**src/rtl/bus_pkg.sv**
```systemverilog
// Shared bus definitions for the processing-domain fan-out stage:
// bus widths, FSM state type and the slot-decode helper.
package bus_pkg;

  localparam int BUS_AW = 32;
  localparam int BUS_DW = 32;

  // Read data returned on unmapped or timed-out accesses.
  localparam logic [BUS_DW-1:0] TO_RDATA = 32'h0;

  typedef enum logic {
    IDLE = 1'b0,
    WAIT = 1'b1
  } state_e;

  function automatic logic [BUS_AW-1:0] idx_of(input logic [BUS_AW-1:0] addr,
                                               input int slv_aw,
                                               input int dec_w);
    logic [BUS_AW-1:0] mask;
    mask = (BUS_AW'(1) << dec_w) - BUS_AW'(1);
    return (addr >> slv_aw) & mask;
  endfunction

endpackage

```
**src/rtl/bus_wdog.sv**
```systemverilog
// Watchdog counter for an outstanding slave access: cleared at launch,
// advanced once per waiting cycle, expire_o flags the final allowed cycle.
module bus_wdog #(
  parameter int TIMEOUT = 255
) (
  input  logic clk_i,
  input  logic rst_i,
  input  logic clr_i,
  input  logic en_i,
  output logic expire_o
);

  localparam int CW = $clog2(TIMEOUT + 1);

  logic [CW-1:0] cnt_q, cnt_d;

  always_comb begin
    cnt_d = cnt_q;
    if (clr_i) begin
      cnt_d = '0;
    end else if (en_i) begin
      cnt_d = cnt_q + CW'(1);
    end
  end

  // NOTE: sequential state is assigned with <= so every flop samples pre-edge values.
  always_ff @(posedge clk_i) begin
    if (rst_i) begin
      cnt_q <= '0;
    end else begin
      cnt_q <= cnt_d;
    end
  end

  assign expire_o = (cnt_q == CW'(TIMEOUT - 1));

endmodule

```
**src/rtl/bus_slave_mux.sv**
```systemverilog
// System-bus fan-out: decodes a slot from the address, strobes one slave,
// waits for its ack (bounded by a watchdog) and returns a registered completion.
module bus_slave_mux
  import bus_pkg::*;
#(
  parameter int NUM_SLV = 4,
  parameter int SLV_AW  = 20,
  parameter int DEC_W   = 3,
  parameter int TIMEOUT = 255
) (
  input  logic                      clk_i,
  input  logic                      rst_i,
  input  logic [BUS_AW-1:0]         addr_i,
  input  logic [BUS_DW-1:0]         wdata_i,
  input  logic                      wen_i,
  input  logic                      ren_i,
  output logic [BUS_DW-1:0]         rdata_o,
  output logic                      err_o,
  output logic                      ack_o,
  output logic [BUS_AW-1:0]         slv_addr_o,
  output logic [BUS_DW-1:0]         slv_wdata_o,
  output logic [NUM_SLV-1:0]        slv_wen_o,
  output logic [NUM_SLV-1:0]        slv_ren_o,
  input  logic [BUS_DW*NUM_SLV-1:0] slv_rdata_i,
  input  logic [NUM_SLV-1:0]        slv_err_i,
  input  logic [NUM_SLV-1:0]        slv_ack_i,
  output logic                      drop_o
);

  localparam int SLOT_W = (NUM_SLV > 1) ? $clog2(NUM_SLV) : 1;

  state_e              state_q, state_d;
  logic [SLOT_W-1:0]   idx_q, idx_d;
  logic                ack_q, ack_d;
  logic                err_q, err_d;
  logic                drop_q, drop_d;
  logic [BUS_DW-1:0]   rdata_q, rdata_d;
  logic [BUS_AW-1:0]   saddr_q, saddr_d;
  logic [BUS_DW-1:0]   swdata_q, swdata_d;
  logic [NUM_SLV-1:0]  swen_q, swen_d;
  logic [NUM_SLV-1:0]  sren_q, sren_d;

  logic [BUS_AW-1:0]   dec_idx;
  logic                mapped;
  logic [SLOT_W-1:0]   slot;
  logic                req;
  logic                sel_ack, sel_err;
  logic [BUS_DW-1:0]   sel_rdata;
  logic                wd_clr, wd_en, wd_expire;

  assign dec_idx = idx_of(addr_i, SLV_AW, DEC_W);
  assign mapped  = (dec_idx < BUS_AW'(NUM_SLV));
  assign slot    = dec_idx[SLOT_W-1:0];
  assign req     = wen_i | ren_i;

  // Only the latched slot is observed; other slots' responses never reach the FSM.
  always_comb begin
    sel_ack   = 1'b0;
    sel_err   = 1'b0;
    sel_rdata = '0;
    for (int k = 0; k < NUM_SLV; k++) begin
      if (idx_q == SLOT_W'(k)) begin
        sel_ack   = slv_ack_i[k];
        sel_err   = slv_err_i[k];
        sel_rdata = slv_rdata_i[k*BUS_DW +: BUS_DW];
      end
    end
  end

  bus_wdog #(
    .TIMEOUT (TIMEOUT)
  ) u_wdog (
    .clk_i    (clk_i),
    .rst_i    (rst_i),
    .clr_i    (wd_clr),
    .en_i     (wd_en),
    .expire_o (wd_expire)
  );

  // NOTE: every _d gets a default first so no path leaves it unassigned (no latch).
  always_comb begin
    state_d  = state_q;
    idx_d    = idx_q;
    ack_d    = 1'b0;
    err_d    = 1'b0;
    drop_d   = drop_q;
    rdata_d  = rdata_q;
    saddr_d  = saddr_q;
    swdata_d = swdata_q;
    swen_d   = '0;
    sren_d   = '0;
    wd_clr   = 1'b0;
    wd_en    = 1'b0;

    case (state_q)
      IDLE: begin
        if (req) begin
          if (ack_q) begin
            // A request during the completion cycle cannot be serviced.
            drop_d = 1'b1;
          end else if (!mapped) begin
            ack_d   = 1'b1;
            err_d   = 1'b1;
            rdata_d = TO_RDATA;
          end else begin
            saddr_d  = addr_i;
            swdata_d = wdata_i;
            if (wen_i) swen_d[slot] = 1'b1;
            else       sren_d[slot] = 1'b1;
            idx_d   = slot;
            wd_clr  = 1'b1;
            state_d = WAIT;
          end
        end
      end
      WAIT: begin
        if (req) drop_d = 1'b1;
        if (sel_ack) begin
          ack_d   = 1'b1;
          err_d   = sel_err;
          rdata_d = sel_rdata;
          state_d = IDLE;
        end else if (wd_expire) begin
          ack_d   = 1'b1;
          err_d   = 1'b1;
          rdata_d = TO_RDATA;
          state_d = IDLE;
        end else begin
          wd_en = 1'b1;
        end
      end
    endcase
  end

  always_ff @(posedge clk_i) begin
    if (rst_i) begin
      state_q  <= IDLE;
      idx_q    <= '0;
      ack_q    <= 1'b0;
      err_q    <= 1'b0;
      drop_q   <= 1'b0;
      rdata_q  <= '0;
      saddr_q  <= '0;
      swdata_q <= '0;
      swen_q   <= '0;
      sren_q   <= '0;
    end else begin
      state_q  <= state_d;
      idx_q    <= idx_d;
      ack_q    <= ack_d;
      err_q    <= err_d;
      drop_q   <= drop_d;
      rdata_q  <= rdata_d;
      saddr_q  <= saddr_d;
      swdata_q <= swdata_d;
      swen_q   <= swen_d;
      sren_q   <= sren_d;
    end
  end

  assign rdata_o     = rdata_q;
  assign err_o       = err_q;
  assign ack_o       = ack_q;
  assign slv_addr_o  = saddr_q;
  assign slv_wdata_o = swdata_q;
  assign slv_wen_o   = swen_q;
  assign slv_ren_o   = sren_q;
  assign drop_o      = drop_q;

endmodule
```
**config.mk**
```make
export PLATFORM = sky130hd
export DESIGN_NAME = bus_slave_mux
export DESIGN_NICKNAME = d
export VERILOG_FILES = /design/src/rtl/bus_pkg.sv /design/src/rtl/bus_wdog.sv /design/src/rtl/bus_slave_mux.sv
export SDC_FILE = /design/constraint.sdc
export NUM_CORES = 1
export LEC_CHECK = 0
export CAP_MARGIN = 25
export CORE_ASPECT_RATIO = 0.7
export CORE_MARGIN = 2
export CORE_UTILIZATION = 33
export CTS_CLUSTER_DIAMETER = 100
export CTS_CLUSTER_SIZE = 24
export DETAILED_ROUTE_END_ITERATION = 8
export PLACE_DENSITY_LB_ADDON = 0.12
export SETUP_SLACK_MARGIN = 0.5
export SLEW_MARGIN = 10
export SYNTH_ARGS = -nofsm -noshare
export SYNTH_HDL_FRONTEND = slang
export SYNTH_SLANG_ARGS = --single-unit
export TNS_END_PERCENT = 5
```
**constraint.sdc**
```tcl
create_clock -name clk_i -period 2.1 [get_ports clk_i]
set_clock_uncertainty 0.15 [all_clocks]
set_input_delay 0.63 -clock clk_i [delete_from_list [all_inputs] [get_ports clk_i]]
set_output_delay 0.63 -clock clk_i [all_outputs]
set_load 0.05 [all_outputs]
```
### After elaboration in Yosys (flattened, before gate mapping)

Cells that the tools add are included.
Widths: inputs -> output; s select.

* bits in registers: 118
* input port bits: 204
* output and inout port bits: 107

* $add $sub $neg: 1
* order comparisons: 3
* equality and inequality tests: 10
* muxes and demuxes: 40
* bitwise gates (word level): 6
* reductions and logical operators: 8

Operators by type and width (count)
* $mux 32: 9
* $pmux 32 s2: 1
* $mux 1: 25
* $reduce_or 6->1: 2
* $add 8x1->8 const B: 1
* $eq 8x8->1 const B: 1
* $ne 2x2->1 const B: 4
* $pmux 1 s2: 4
* $reduce_and 4->1: 2
* $not 1->1: 5
* $eq 2x2->1 const B: 2
* $lt 2x3->1 const B: 1
* $lt 3x3->1 const B: 1
* $ne 3x1->1 const B: 1
* $reduce_and 3->1: 1
* $demux 1 s2: 1
* $eq 2x1->1 const B: 1
* $ge 2x1->1 const B: 1
* $logic_not 2->1: 1
* $ne 2x1->1 const B: 1
* $reduce_or 2->1: 1
* $logic_and 1x1->1: 1
* $or 1x1->1: 1

### Logic depth before layout (Yosys ltp)

Gate-level depths: netlist of the first run.

* depth after elaboration: 7
* gate-level depth with buffers: 8
* mapped depth without buffers: 6

### Cells and area by module

Synthesis of the first run repeated with hierarchy kept, for this count alone.

* cells, all modules: 525
* area total of the unflattened synthesis: 5208.7 um^2

By module, submodules not included
* bus_slave_mux: instances 1, cells an instance 483, area each 4840.9 um^2, sequential area each 2162.1 um^2
* bus_wdog: instances 1, cells an instance 42, area each 367.9 um^2, sequential area each 160.2 um^2

### Worst setup path after synthesis of the first run

Ideal clock, no wire load.

* kind: register to register
* from: register idx_q[0]
* to: register rdata_q[0] (netlist: rdata_o[0])
* library setup time: 60 ps
* data arrival time: 2256 ps
* required time: 1890 ps
* setup slack: -367 ps
* stages on the path, launching flop included: 7
* path buffers: 2
* period minus slack after synthesis: 2467 ps
* cell sequence: dfxtp_1 buf_6 mux4_2 a21o_1 a211oi_4 buf_6 a22o_1

* longest elaborated chain between the ends: 7
* elaborated cells between the ends (all ways): 16
* classes of those cells: eq/ne (4); mux (10); reduce/logical (2)

Ends and longest elaborated chain
* start, declared: line bus_slave_mux.sv:33 `logic [SLOT_W-1:0] idx_q, idx_d;`
* start signal, assigned: line bus_slave_mux.sv:149 `idx_q <= idx_d;`
* $logic_not 2->1: line bus_slave_mux.sv:62 `if (idx_q == SLOT_W'(k)) begin`
* $mux 1 / $mux 32 (equally long branches) (4 in series): line bus_slave_mux.sv:62
* $ne 3x1->1 (no source line) / $mux 32 (equally long branches)
* $reduce_and 4->1 (no source line) / $pmux 32 s2 (equally long branches)
* end signal, assigned: line bus_slave_mux.sv:153 `rdata_q <= rdata_d;`
* end, declared: line bus_slave_mux.sv:37 `logic [BUS_DW-1:0] rdata_q, rdata_d;`

Several ways; a longest one is shown, not always the timed one.
A chain may end at the register's enable or synchronous reset.

### Worst setup path after layout of the first run

* from: input port slv_ack_i[0]
* to: register rdata_q[11] (netlist: rdata_o[11])

* longest elaborated chain between the ends: 6
* elaborated cells between the ends (all ways): 8
* classes of those cells: eq/ne (1); mux (6); reduce/logical (1)

Ends and longest elaborated chain
* start, declared: line bus_slave_mux.sv:26 `input logic [NUM_SLV-1:0] slv_ack_i,`
* $mux 1 * (4 in series): line bus_slave_mux.sv:62
* $ne 3x1->1 (no source line) / $mux 32 (equally long branches)
* $reduce_and 4->1 (no source line) / $pmux 32 s2 (equally long branches)

Mark *: on every way between the ends. The rest lies on a longest branch, timed or not.

==> results of run 1 <==
-- power by group --
part	switching [uW]	leakage, uW	internal [uW]	total [uW]
Clock	1050	0.000294	1880	2940
Combinational	966	0.00285	983	1950
Sequential	112	0.000990	2340	2450
Total	2130	0.00413	5200	7330
-- how the worst min path moves through the flow --
stage	from	end	slack, ps	depth (start not counted)
global placement	slv_addr_o[25]	slv_addr_o[25]	290	2
finish	slv_wdata_o[20]	slv_wdata_o[20]	320	2
CTS	slv_wdata_o[15]	slv_wdata_o[15]	320	2
floorplan	u_wdog.cnt_q[7]	u_wdog.cnt_q[7]	300	2
global route	slv_addr_o[25]	slv_addr_o[25]	340	2
detailed placement	slv_wdata_o[15]	slv_wdata_o[15]	300	2
-- cells in the final DEF, fill, tap and decap left out, types with 3 or more instances in the layout --
cell	instances
a22o_1	32
buf_12	10
buf_16	4
a211oi_1	3
inv_1	3
nand2_4	62
nand2_1	71
mux4_2	34
clkinv_4	4
nor2_1	20
dfxtp_2	97
a21oi_2	65
buf_6	11
clkdlybuf4s15_1	5
buf_4	14
buf_8	96
clkbuf_16	18
dfxtp_1	15
clkinv_2	3
xnor2_1	4
dfxtp_4	4
clkdlybuf4s50_1	195
-- cells in the mapped netlist (all sizes together) --
cell type  count
nand2        134
dfxtp        116
a21oi         67
mux4          34
a22o          32
clkbuf        29
nor2          21
buf           10
a211oi         4
xnor2          4
and3           3
inv            3
nor3           3
and2           2
ha             2
nand2b         2
nand3b         2
nand4          2
o21ai          2
or3            2
a2111oi        1
a211o          1
a21o           1
and4           1
nor4           1
nor4b          1
o21a           1
or2            1
xor2           1
-- routing by layer --
layer,vias up,share of wire,GRT usage
li1,2348,-,-
met1,2449,0.38,0.285
met2,207,0.51,0.421
met3,42,0.079,0.0904
met4,0,0.031,0.100
met5,-,0,0
-- state kept, by name (all words and copies together), names as in the netlist, 4 cells and up --
register,count
rdata_o,32
slv_wdata_o,32
slv_wen_o,4
slv_addr_o,31
slv_ren_o,4
u_wdog.cnt_q,8
-- repair_timing --
action	in CTS	in global routing
resized for setup	328	196
gates cloned	2	0
buffers inserted	4	2
hold buffers	0	0
pin swaps	20	133
endpoints found under the setup margin	222	218
-- metrics by stage --
stage / utilization / instances / hold slack (ps) / setup WS (ps) / power (uW)
2_1_floorplan: - / 483 / 304 / -83.9 / 3220
3_3_place_gp: 0.566 / 964 / 293 / -533 / 3920
3_5_place_dp: 0.566 / 964 / 297 / -617 / 3950
4_1_cts: 0.684 / 1002 / 317 / -49.6 / 7150
5_1_grt: 0.737 / 1006 / 339 / -70.1 / 7600
6_report: 0.737 / 1006 / 321 / -12.8 / 7330
-- worst max-delay path, cell delays in order --
cell and delay [ps]:
clkdlybuf4s15_1 170, mux4_2 490, a21o_1 220, a211oi_4 240, buf_6 170, buf_12 100
buf_12 120, a22o_1 150
-- logic make-up after synthesis --
family                   share of synthesized area
AND/OR/NAND/NOR                              0.149
flip-flops                                   0.488
AO/OA/AOI/OAI                                0.147
buffers and inverters                       0.0395
multiplexers                                 0.161
XOR/XNOR                                   0.00921
adder cells (fa/ha/maj)                    0.00526
-- layout make-up --
class,count,area share
antenna,2,0.000485
clock buffer,21,0.0466
clock inverter,11,0.0121
inverter,3,0.00109
multi-input combinational,325,0.291
sequential,116,0.238
tap,190,0.0230
timing repair buffer,338,0.388
==> results_dict.tcl, run 1 <==
set metrics [dict create \
    grt_overflow 0 \
    die_area_um2 15400 \
    crit_path_end_kind "flip-flop" \
    grt_usage 0.248 \
    antenna_found_initial 2 \
    crit_fanout 8 \
    cts_root_buf "clkbuf_16" \
    grt_pass1_vias 5405 \
    finalSetupViolCount 2 \
    power.density_nw_per_um2 710 \
    period_needed_ps 2110 \
    cts_buffer_depth 2 \
    worstMarginPinSlew_ps 542 \
    setup_slack_ps -12.8 \
    clock.fmax_mhz 473 \
    crit_path_start "slv_ack_i[0]" \
    ir_drop_v 0.000600 \
    slew_headroom 0.639 \
    start_util 0.339 \
    wl_per_cell_um 20.1 \
    post-route-period-util 1.01 \
    clk_pin_slew_ps 60 \
    ctsHtreeMaxLevel 4 \
    drive_above_1_share 0.538 \
    viasPerCell 5.02 \
    io_buffers 310 \
    syn_area_um2 4760 \
    cts_buffers 17 \
    worstPathRequired_ps 2290 \
    place.gp.congestion 0.862 \
    yosys_warnings 0 \
    seq_area_frac_synth 0.488 \
    regArea_um2 2460 \
    drc_errors 0 \
    cts_sinks 116 \
    max-cap-violations 0 \
    grt_max_degree 45 \
    cp.arrival_ps 2300 \
    hold_viol 0 \
    rsz0062_at_grt "true" \
    crit_type "in2reg" \
    setup_tns_ps -18.2 \
    die_y_um 104 \
    cts_tree "yes" \
    final_nets 1007 \
    crit_end "rdata_o[11]" \
    grt_pass1_wl_mm 29.6 \
    leakage_uw 0.00413 \
    dr.pass1.iters 4 \
    rr_startpoint "idx_q[0]" \
    vias 5046 \
    area_growth_pct 117 \
    rrSetupSlack_ps -10 \
    synth_area_leader_cell "dfxtp_1" \
    avgSynthCellArea_um2 9.85 \
    ff2ff_path_depth 7 \
    synth_nets 689 \
    ys_seq_elements 116 \
    multiInputGateArea_um2 3000 \
    drt_iter0_markers 208 \
    nFillCells 921 \
    yosys.area.top_type_share 0.488 \
    synthCells 483 \
    fp-row-count 36 \
    clock_latency_ps 390 \
    final_cell_area_um2 10300 \
    timing.rr.end "rdata_o[11]" \
    maxSlewViolCount 0 \
    drtAntennaViolNets 0 \
    status "finished, violations left" \
    cp-start-kind "primary input" \
    place_area_um2 7930 \
    violations "negative setup slack" \
    synth_area_leaders "dfxtp_1 49%, mux4_2 16%, nand2_1 11%, a21oi_1 7.1%, a22o_1 5.9%" \
    post-dp-hpwl_mm 13.6 \
    core_um2 14000 \
    drt_wl_total_mm 20.3 \
    hp-class "reg2reg" \
    yosysUniqueCellTypes 31 \
    ioPinCount 311 \
    die_w_um 147 \
]
Note: power is estimated with default switching activity, not from simulation.
==> inputs of run 2 (changes only) <==
CORE_UTILIZATION = 39   (was 33)
clock period = 2.5 ns   (was 2.1 ns; I/O delays follow)
==> run 2 against run 1 <==
  * The flow now finishes without violations
  * Via count is 0.81% higher
  * Non-clock buffer count up 10
  * Critical path depth fell by 1
  * Core utilization up 3.0 points
  * First-iteration DRC count increased by 6.3%
  * Total power down 23%
  * Combinational power fell by 30%
  * Die area shrank 15%
  * Largest power group unchanged
==> results_dict.tcl, run 2 (synthesized netlist as in run 1, its figures left out) <==
set metrics [dict create \
    hold_viol 0 \
    grt_usage 0.264 \
    rr_startpoint "idx_q[0]" \
    die_y_um 96.4 \
    clock_latency_ps 400 \
    io_buffers 310 \
    power.density_nw_per_um2 622 \
    cts_root_buf "clkbuf_16" \
    vias 5087 \
    crit_top_cell "buf_6" \
    grt_overflow 0 \
    cts_tree "yes" \
    crit_fanout 4 \
    nFillCells 817 \
    n_antenna_cell 0 \
    grt_max_degree 67 \
    regArea_um2 2330 \
    max-cap-violations 0 \
    slew_headroom 0.646 \
    final_nets 1017 \
    grt_pass1_vias 5063 \
    rsz0062_at_grt "true" \
    crit_chain "buf_6, mux4_2, buf_6, buf_6, a211o_1, or3_4, a21oi_2" \
    start_util 0.403 \
    fp-row-count 33 \
    die_w_um 136 \
    ir_drop_v 0.000564 \
    timing.rr.end "u_wdog.cnt_q[7]" \
    place.gp.congestion 0.799 \
    crit_path_start "slv_ack_i[3]" \
    drtAntennaViolNets 0 \
    ff2ff_path_depth 6 \
    wl_per_cell_um 18.8 \
    status "completed" \
    drive_above_1_share 0.271 \
    final_util 0.767 \
    cpMaxStageDelayCell "mux4_2" \
    rrSetupSlack_ps 380 \
    drt_wl_total_mm 18.4 \
    crit_end "u_wdog.cnt_q[7]" \
    die_area_um2 13100 \
    dr.pass1.iters 4 \
    cts_buffers 17 \
    antenna_found_initial 0 \
    drt_iter0_markers 221 \
    cp.arrival_ps 2330 \
    finalSetupViolCount 0 \
    grt_pass1_wl_mm 26.3 \
    area_growth_pct 90.4 \
    multiInputGateArea_um2 2310 \
    final_cell_mix "196 x clkdlybuf4s50_1, 132 x nand2_1, 113 x dfxtp_1" \
    drc_errors 0 \
    setup_tns_ps 0 \
    ctsHtreeMaxLevel 4 \
    cp_slowest_stage_delay_ps 490 \
    cts_sinks 116 \
    final_common_cell "clkdlybuf4s50_1" \
    core_um2 11800 \
    hp-class "reg2reg" \
    worstPathRequired_ps 2680 \
    crit_path_end_kind "flip-flop" \
    post-dp-hpwl_mm 12.8 \
    post-route-period-util 0.860 \
    crit_type "in2reg" \
    maxSlewViolCount 0 \
    holdBufCountCts 0 \
    worstMarginPinSlew_ps 533 \
    clk_pin_slew_ps 50 \
    leakage_uw 0.00338 \
    cp-start-kind "primary input" \
    clock.fmax_mhz 465 \
    ioPinCount 311 \
    viasPerCell 5.19 \
    period_needed_ps 2150 \
    cts_buffer_depth 2 \
]
## run 2: cell types whose count changed in the layout (fill, tap and decap cells not counted), sizes merged
cell / previous run / this run
clkbuf: 21 / 28
buf: 136 / 57
clkdlybuf4s15: 5 / 90
clkinv: 7 / 4
diode: 2 / 0
clkdlybuf4s50: 195 / 196
bufinv: 2 / 0
clkinvlp: 2 / 3
## run 2: worst min-delay path by stage
stage                    startpoint               to  cells after the start
finish                slv_addr_o[0]    slv_addr_o[0]                      2
global route         slv_addr_o[13]   slv_addr_o[13]                      2
floorplan           u_wdog.cnt_q[7]  u_wdog.cnt_q[7]                      2
global placement     slv_addr_o[24]   slv_addr_o[24]                      2
CTS                 slv_wdata_o[15]  slv_wdata_o[15]                      2
detailed placement  slv_wdata_o[15]  slv_wdata_o[15]                      2
## run 2: per-layer routing
layer,track usage,up-vias,part of all wire
met5,0,-,0
met4,0.0851,0,0.018
met3,0.0918,24,0.086
met2,0.480,222,0.51
met1,0.292,2471,0.38
li1,-,2370,-
## run 2: layout make-up
| cell class | instances | area share |
|---|---|---|
| clock buffer | 25 | 0.0569 |
| clock inverter | 7 | 0.00511 |
| timing repair buffer | 348 | 0.403 |
| sequential | 116 | 0.257 |
| multi-input combinational | 325 | 0.255 |
| inverter | 3 | 0.00124 |
| tap | 157 | 0.0217 |
## run 2: stage by stage
step	total power (uW)	instance area, um2	setup slack (ps)	cells	hold WS (ps)
floorplan	2700	4760	196	483	304
CTS	5630	8940	359	976	306
detailed placement	3340	8120	-270	932	298
finish	5630	9060	350	981	302
global placement	3310	8120	-222	932	292
global route	5830	9060	295	981	322
## run 2: critical path: cells and delay by family
| family | cells | cell delay, ps |
|---|---|---|
| multiplexers | 1 | 490 |
| AO/OA/AOI/OAI | 2 | 400 |
| buffers and inverters | 3 | 350 |
| AND/OR/NAND/NOR | 1 | 350 |
## run 2: power by group
part / switching (uW) / leakage (uW) / internal, uW
Sequential: 58.8 / 0.000947 / 1950
Combinational: 694 / 0.00216 / 669
Clock: 845 / 0.000271 / 1420
## run 2: repair_timing
action | 4_1_cts | 5_1_grt
pin swaps | 4 | 11
gates resized for setup | 344 | 15
buffers inserted | 9 | 3
cloned | 3 | 2
endpoints found under the setup margin | 208 | 198
